**src/rtl/cpu_control_unit.sv**
```systemverilog
// cpu_control_unit: multi-cycle control FSM for the simple 16-bit CPU.
// Decodes IR (III XXX YYY) and drives register load enables, bus-source
// selects and the ALU operation over the IDLE/T1/T2/T3 sequence.
// Optional feature macro: CTRL_AND_EN (opcode 100 becomes bitwise AND).
// Outputs decode from state, ir, run and reset in the same cycle, because
// ir_in must follow run in IDLE and every output must read 0 while reset is high.
module cpu_control_unit (
    input  logic       clock,
    input  logic       reset,
    input  logic       run,
    input  logic [8:0] ir,
    output logic       ir_in,
    output logic [7:0] r_in,
    output logic [7:0] r_out,
    output logic       a_in,
    output logic       g_in,
    output logic       g_out,
    output logic       din_out,
    output logic [1:0] alu_op,
    output logic       done
);

    localparam int unsigned OP_W  = 3;
    localparam int unsigned REG_N = 8;

    localparam logic [OP_W-1:0] OP_MV  = 3'b000;
    localparam logic [OP_W-1:0] OP_MVI = 3'b001;
    localparam logic [OP_W-1:0] OP_ADD = 3'b010;
    localparam logic [OP_W-1:0] OP_SUB = 3'b011;
`ifdef CTRL_AND_EN
    localparam logic [OP_W-1:0] OP_AND = 3'b100;
`endif

    localparam logic [1:0] ALU_ADD = 2'b00;
    localparam logic [1:0] ALU_SUB = 2'b01;
`ifdef CTRL_AND_EN
    localparam logic [1:0] ALU_AND = 2'b10;
`endif

    typedef enum logic [1:0] {
        S_IDLE = 2'd0,
        S_T1   = 2'd1,
        S_T2   = 2'd2,
        S_T3   = 2'd3
    } state_t;

    state_t state_q;
    state_t state_d;

    logic [OP_W-1:0]  opcode;
    logic [REG_N-1:0] rx_sel;
    logic [REG_N-1:0] ry_sel;
    logic             is_alu_op;
    logic [1:0]       alu_code;

    // Instruction field decode: opcode and one-hot Rx/Ry selects
    assign opcode = ir[8:6];
    assign rx_sel = REG_N'(1) << ir[5:3];
    assign ry_sel = REG_N'(1) << ir[2:0];

    // Classify opcode as a three-step ALU instruction and pick its ALU code
    always_comb begin
        is_alu_op = 1'b0;
        alu_code  = ALU_ADD;
        case (opcode)
            OP_ADD: begin
                is_alu_op = 1'b1;
                alu_code  = ALU_ADD;
            end
            OP_SUB: begin
                is_alu_op = 1'b1;
                alu_code  = ALU_SUB;
            end
`ifdef CTRL_AND_EN
            OP_AND: begin
                is_alu_op = 1'b1;
                alu_code  = ALU_AND;
            end
`endif
            default: begin
                is_alu_op = 1'b0;
                alu_code  = ALU_ADD;
            end
        endcase
    end

    // Next-state logic
    always_comb begin
        state_d = state_q;
        case (state_q)
            S_IDLE:  state_d = run ? S_T1 : S_IDLE;
            S_T1:    state_d = is_alu_op ? S_T2 : S_IDLE;
            S_T2:    state_d = S_T3;
            S_T3:    state_d = S_IDLE;
            default: state_d = S_IDLE;
        endcase
    end

    // State register with synchronous reset
    always_ff @(posedge clock) begin
        if (reset) begin
            state_q <= S_IDLE;
        end else begin
            state_q <= state_d;
        end
    end

    // Control output decode; everything forced to 0 while reset is high
    always_comb begin
        ir_in   = 1'b0;
        r_in    = '0;
        r_out   = '0;
        a_in    = 1'b0;
        g_in    = 1'b0;
        g_out   = 1'b0;
        din_out = 1'b0;
        alu_op  = ALU_ADD;
        done    = 1'b0;
        if (!reset) begin
            case (state_q)
                S_IDLE: begin
                    ir_in = run;
                end
                S_T1: begin
                    if (opcode == OP_MV) begin
                        r_out = ry_sel;
                        r_in  = rx_sel;
                        done  = 1'b1;
                    end else if (opcode == OP_MVI) begin
                        din_out = 1'b1;
                        r_in    = rx_sel;
                        done    = 1'b1;
                    end else if (is_alu_op) begin
                        r_out = rx_sel;
                        a_in  = 1'b1;
                    end else begin
                        done = 1'b1;
                    end
                end
                S_T2: begin
                    r_out  = ry_sel;
                    g_in   = 1'b1;
                    alu_op = alu_code;
                end
                S_T3: begin
                    g_out = 1'b1;
                    r_in  = rx_sel;
                    done  = 1'b1;
                end
                default: begin
                    ir_in = 1'b0;
                end
            endcase
        end
    end

endmodule
```
**config.mk**
```make
export PLATFORM = sky130hd
export DESIGN_NAME = cpu_control_unit
export DESIGN_NICKNAME = d
export VERILOG_FILES = /design/src/rtl/cpu_control_unit.sv
export SDC_FILE = /design/constraint.sdc
export NUM_CORES = 1
export LEC_CHECK = 0
export CORE_MARGIN = 5
export CORE_UTILIZATION = 35
export CTS_CLUSTER_DIAMETER = 80
export DETAILED_ROUTE_END_ITERATION = 6
export PLACE_DENSITY = 0.83
export SYNTH_ARGS = -nofsm -noshare
export SYNTH_HDL_FRONTEND = slang
export SYNTH_SLANG_ARGS = --single-unit
```
**constraint.sdc**
```tcl
create_clock -name clock -period 3.95 [get_ports clock]
set_input_delay 0.5925 -clock clock [delete_from_list [all_inputs] [get_ports clock]]
set_output_delay 0.5925 -clock clock [all_outputs]
set_load 0.1 [all_outputs]
```
==> results of run 1 <==
## path summary, 6_finish.rpt
| kind | start | end | slack [ns] |
|---|---|---|---|
| setup / recovery | reset | r_out[7] | 1.13 |
| hold / removal | flop | flop | 0.50 |
| setup reg to reg | state_q[0]$_SDFF_PP0_ | state_q[0]$_SDFF_PP0_ | 2.79 |
| hold reg to reg | flop | flop | 0.50 |
## kinds of logic (layout without fill, tap and decap cells)
| kind of cell | count (synthesis) | in the layout | share of synthesized area (%) |
|---|---|---|---|
| AO/OA/AOI/OAI | 14 | 14 | 21.63 |
| other | 1 | 1 | 0.7908 |
| flip-flops | 2 | 2 | 8.444 |
| buffers and inverters | 7 | 42 | 7.916 |
| adder cells (fa/ha/maj) | 4 | 4 | 10.55 |
| AND/OR/NAND/NOR | 41 | 41 | 50.66 |
## layer usage
layer,global-route usage [%],up-vias,share of wire (%)
met5,0,-,0
met4,1.657,0,0
met3,4.981,0,11
met2,23.31,26,45
met1,19.68,263,43
li1,-,324,-
## per-stage QoR
step	cell area (µm²)	setup TNS [ns]
after floorplan	474.2	-0.9372
after global placement	757.0	0
after detailed placement	757.0	0
after CTS	779.5	0
after global routing	779.5	0
final	779.5	0
## synth_stat cells (2+ instances only)
library cell,count,area share (%)
o32ai_1,5,9.2
o22ai_1,4,5.3
nor2_1,5,4.0
nor3_1,8,8.4
a21oi_1,2,2.1
nor2b_1,3,4.0
ha_1,4,11
nand2_1,6,4.7
dfxtp_1,2,8.4
and2b_1,3,4.7
inv_1,5,4.0
nand3_1,4,4.2
nand2b_1,3,4.0
## layout make-up
class	count	share of cell area (%)
Tap cell	15	2.408
Sequential cell	2	5.136
Inverter	5	2.408
Multi-Input combinational cell	60	50.88
Timing Repair Buffer	34	36.28
Clock buffer	3	2.889
## power by group
group,switching (W),internal [W]
logic,0.0000342,0.0000195
registers,0.000000774,0.0000211
clock network,0.00000960,0.0000334
total,0.0000446,0.0000740
## worst max-delay path: stages
cell,delay (ns)
clkdlybuf4s50_1,0.55
and4bb_2,0.42
nand3_1,0.14
o22ai_1,0.20
buf_4,0.32
==> results.yml, run 1 <==
run_status:
  outcome: "finished, final reports clean"
critical_path:
  crit_type: "input port to primary output"
  worstPathArrival_ns: 2.22
  cp.required_ns: 3.36
  startpoint_type: "input port"
  end_kind: "primary output"
  cp_max_fo: 10
  reg2reg_depth: 5
final_layout:
  nets: 122
  multi_input_area_um2: 396.6
  synthToLayoutAreaGrowth_pct: 64.38
  final_util_pct: 60.66
  layout-drive-gt1-share_pct: 29.81
  final_common_cell: "buf_4"
  nFillCells: 138
  layout_common_cells: "buf_4, clkdlybuf4s50_1, nor3_1"
  seq_area_um2: 40.04
  final_cells: 119
  antennaDiodeCount: 0
pwr:
  ir_drop_uv: 187.5
  power_w: 0.0001185
  p_leak_nw: 0.3254
  power_density_mw_per_mm2: 152.1
clock_network:
  cts_hold_buf: 0
  htree_num_levels: 1
  cts_resized: 0
  cts_sinks: 2
  numCtsBuffers: 3
  clk_pin_slew_ns: 0.03
  cts_root_buf: "clkbuf_4"
  tritoncts: "done"
  insertion_delay_ns: 0.22
  post_cts_buffers: 0
  clockBufferDepth: 2
floorplan:
  die_w_um: 46.81
  fp.dieH_um: 46.81
  io_pins: 36
  rows: 13
  dieArea_mm2: 0.002191
  start_util_pct: 36.90
  coreArea_mm2: 0.001285
sta:
  layout_setup_ws_ns: 1.134
  fin_crit_sh_pct: 71.29
  finClkSkew_ns: 0.001986
  finalHoldViolations: 0
  clock.fmax_mhz: 355.1
  slew_viol_final: 0
  holdWs_ns: 0.4970
  setup_viol: 0
  rsz0062_at_grt: "no"
  finalCriticalPeriod_ns: 2.816
placement:
  place_congestion: 0.9084
  post-dp-hpwl_um: 1234
  place_inst: 116
  io_buffers: 34
  dp_worst_setup_slack_ns: 1.131
synthesis:
  synth_edf_count: 0
  synth.distinct_cells: 28
  synth_flop_cell: "dfxtp_1"
  syn_avg_cell_area_um2: 6.873
  yosys_warnings: 0
  syn-instance-count: 69
  synthArstFlopShare_pct: 0
  syn_area_um2: 474.2
  synth-seq-cells: 2
  ys_seq_area_share_pct: 8.443
  syn_nets: 85
global_route:
  track_usage_pct: 14.60
  grt_overflow_total: 0
  antenna_found_initial: 0
  grt_pass1_wl_um: 2408
  grt_max_degree: 11
  grt_pass1_vias: 574
flow_run:
  drv_cap: 0
routing:
  drcViolationCount: 0
  dr.pass1.iters: 4
  antenna_left: 0
  drt_iter0_markers: 11
  vias: 613
  wl_per_cell_um: 12.43
  wirelength_um: 1479
  vias_per_cell: 5.151
hold_path:
  min_path_type: "flop to flop"
  hold_depth: 2
No activity file was read; power rests on OpenSTA's default activity.
==> run 2: changes to the inputs <==
--- a/config.mk
+++ b/config.mk
@@ -6,10 +6,10 @@
 export NUM_CORES = 1
 export LEC_CHECK = 0
 export CORE_MARGIN = 5
-export CORE_UTILIZATION = 35
+export CORE_UTILIZATION = 33
 export CTS_CLUSTER_DIAMETER = 80
 export DETAILED_ROUTE_END_ITERATION = 6
-export PLACE_DENSITY = 0.83
+export PLACE_DENSITY = 0.79
 export SYNTH_ARGS = -nofsm -noshare
 export SYNTH_HDL_FRONTEND = slang
 export SYNTH_SLANG_ARGS = --single-unit
==> constraint.sdc (replaced) <==
create_clock -name clock -period 2.6 [get_ports clock]
set_input_delay 0.39 -clock clock [delete_from_list [all_inputs] [get_ports clock]]
set_output_delay 0.39 -clock clock [all_outputs]
set_load 0.1 [all_outputs]
==> results.yml, run 2 (same netlist as run 1, synthesis figures left out) <==
run_status:
  outcome: "finished, final reports clean"
clock_network:
  cts_root_buf: "clkbuf_4"
  clockBufferDepth: 2
  insertion_delay_ns: 0.22
  tritoncts: "done"
  numCtsBuffers: 3
  post_cts_buffers: 0
  cts_sinks: 2
  cts_hold_buf: 0
  htree_num_levels: 1
  clk_pin_slew_ns: 0.03
critical_path:
  path_cells: "clkdlybuf4s50_1, and4bb_2, nand3_1, o22ai_2, buf_12"
  cp_max_fo: 10
  cp.depth: 5
  slowest_stage: "clkdlybuf4s50_1"
  crit_type: "input port to primary output"
  end_kind: "primary output"
  crit_buf_inv: 2
  slowest_delay_ns: 0.55
  r2r_start: "state_q[0]$_SDFF_PP0_"
  worstPathArrival_ns: 2.08
  reg2reg_depth: 5
  cp.required_ns: 2.21
  startpoint_type: "input port"
  startpoint: "reset"
  path_delay_family: "buffers and inverters"
sta:
  finalHoldViolations: 0
  clock.fmax_mhz: 404.7
  fin_crit_sh_pct: 95.03
  slew_viol_final: 0
  max-slew-margin-rel_pct: 66.65
  holdWs_ns: 0.4964
  setup_viol: 0
  setup_tns_ns: 0
  finClkSkew_ns: 0.0002751
  finalCriticalPeriod_ns: 2.471
  tightest_slew_ns: 0.4969
  rsz0062_at_grt: "no"
placement:
  placed_area_mm2: 0.001140
  place_congestion: 0.8152
  post-dp-hpwl_um: 1482
  io_buffers: 34
global_route:
  antenna_found_initial: 0
  grt_pass1_vias: 617
  track_usage_pct: 16.55
  grt_max_degree: 11
  grt_pass1_wl_um: 2718
  grt_overflow_total: 0
pwr:
  ir_drop_uv: 212.4
  power_w: 0.0001971
  p_leak_nw: 0.3930
  power_density_mw_per_mm2: 169.6
  switchingPower_w: 0.00007706
  internal_power_w: 0.0001201
  power_frac_seq_pct: 16.8
  pwr-share-comb_pct: 49.1
  clkPwrFrac_pct: 34.1
  switching_share_pct: 39.09
final_layout:
  nets: 122
  final_common_cell: "buf_12"
  final_area_mm2: 0.001162
  layout_common_cells: "buf_12, clkdlybuf4s50_1, nor3_1"
  layout-drive-gt1-share_pct: 38.46
  antennaDiodeCount: 0
  synthToLayoutAreaGrowth_pct: 145.1
floorplan:
  coreArea_mm2: 0.001334
  die_w_um: 47.91
  rows: 13
  io_pins: 36
  start_util_pct: 35.55
  dieArea_mm2: 0.002295
  fp.dieH_um: 47.91
routing:
  vias_per_cell: 5.420
  wl_per_cell_um: 14.09
  dr.pass1.iters: 4
  vias: 645
  wirelength_um: 1677
  drt_iter0_markers: 7
  drcViolationCount: 0
  antenna_left: 0
hold_path:
  hold_depth: 2
  min_path_type: "flop to flop"
flow_run:
  drv_cap: 0
run 2: routing by layer:
metal	vias to the layer above	routed length, µm	global-route usage [%]
li1	323	-	-
met1	286	620	18.78
met2	36	874	32.19
met3	0	182	3.383
met4	0	0	1.613
met5	-	0	0
run 2: area by class of cell:
class / count / area (µm²)
Inverter: 5 / 18.77
Tap cell: 15 / 18.77
Timing Repair Buffer: 34 / 570.5
Multi-Input combinational cell: 60 / 491.7
Sequential cell: 2 / 40.04
Clock buffer: 3 / 22.52
Fill cell: 72 / 171.4
run 2: through the flow:
step,std cells,util [%],setup slack [ns]
after floorplan,69,-,-0.8337
after global placement,116,85.46,0.1441
after detailed placement,116,85.46,0.1148
after CTS,119,87.15,0.1015
after global routing,119,87.15,0.02969
final,119,87.15,0.1291
run 2: worst reg2reg max path, delay by kind of cell, from the launching register on:
| kind | cells | cell delay [ns] |
|---|---|---|
| simple gates | 1 | 0.23 |
| compound gates | 1 | 0.07 |
| fa+ha+maj | 1 | 0.22 |
| flops | 1 | 0.37 |
| buf+inv | 2 | 0.17 |
run 2: timing repair:
item	in CTS	in global routing
endpoints found under the setup margin	0	3
endpoints found under the hold margin	0	0
resized for setup	0	1
run 2: worst paths after layout:
kind                      endpoint  slack [ns]
max                       r_out[6]        0.13
min reg2reg                   flop        0.50
max reg2reg  state_q[0]$_SDFF_PP0_        1.40
min                           flop        0.50
run 2: power groups by stage:
stage          Sequential (W)  Combinational [W]   Clock, W
3_5_place_dp        0.0000335          0.0000964          0
2_1_floorplan       0.0000333          0.0000576          0
3_3_place_gp        0.0000334          0.0000950          0
5_1_grt             0.0000333           0.000102  0.0000769
4_1_cts             0.0000332          0.0000968  0.0000712
6_report            0.0000331          0.0000968  0.0000672
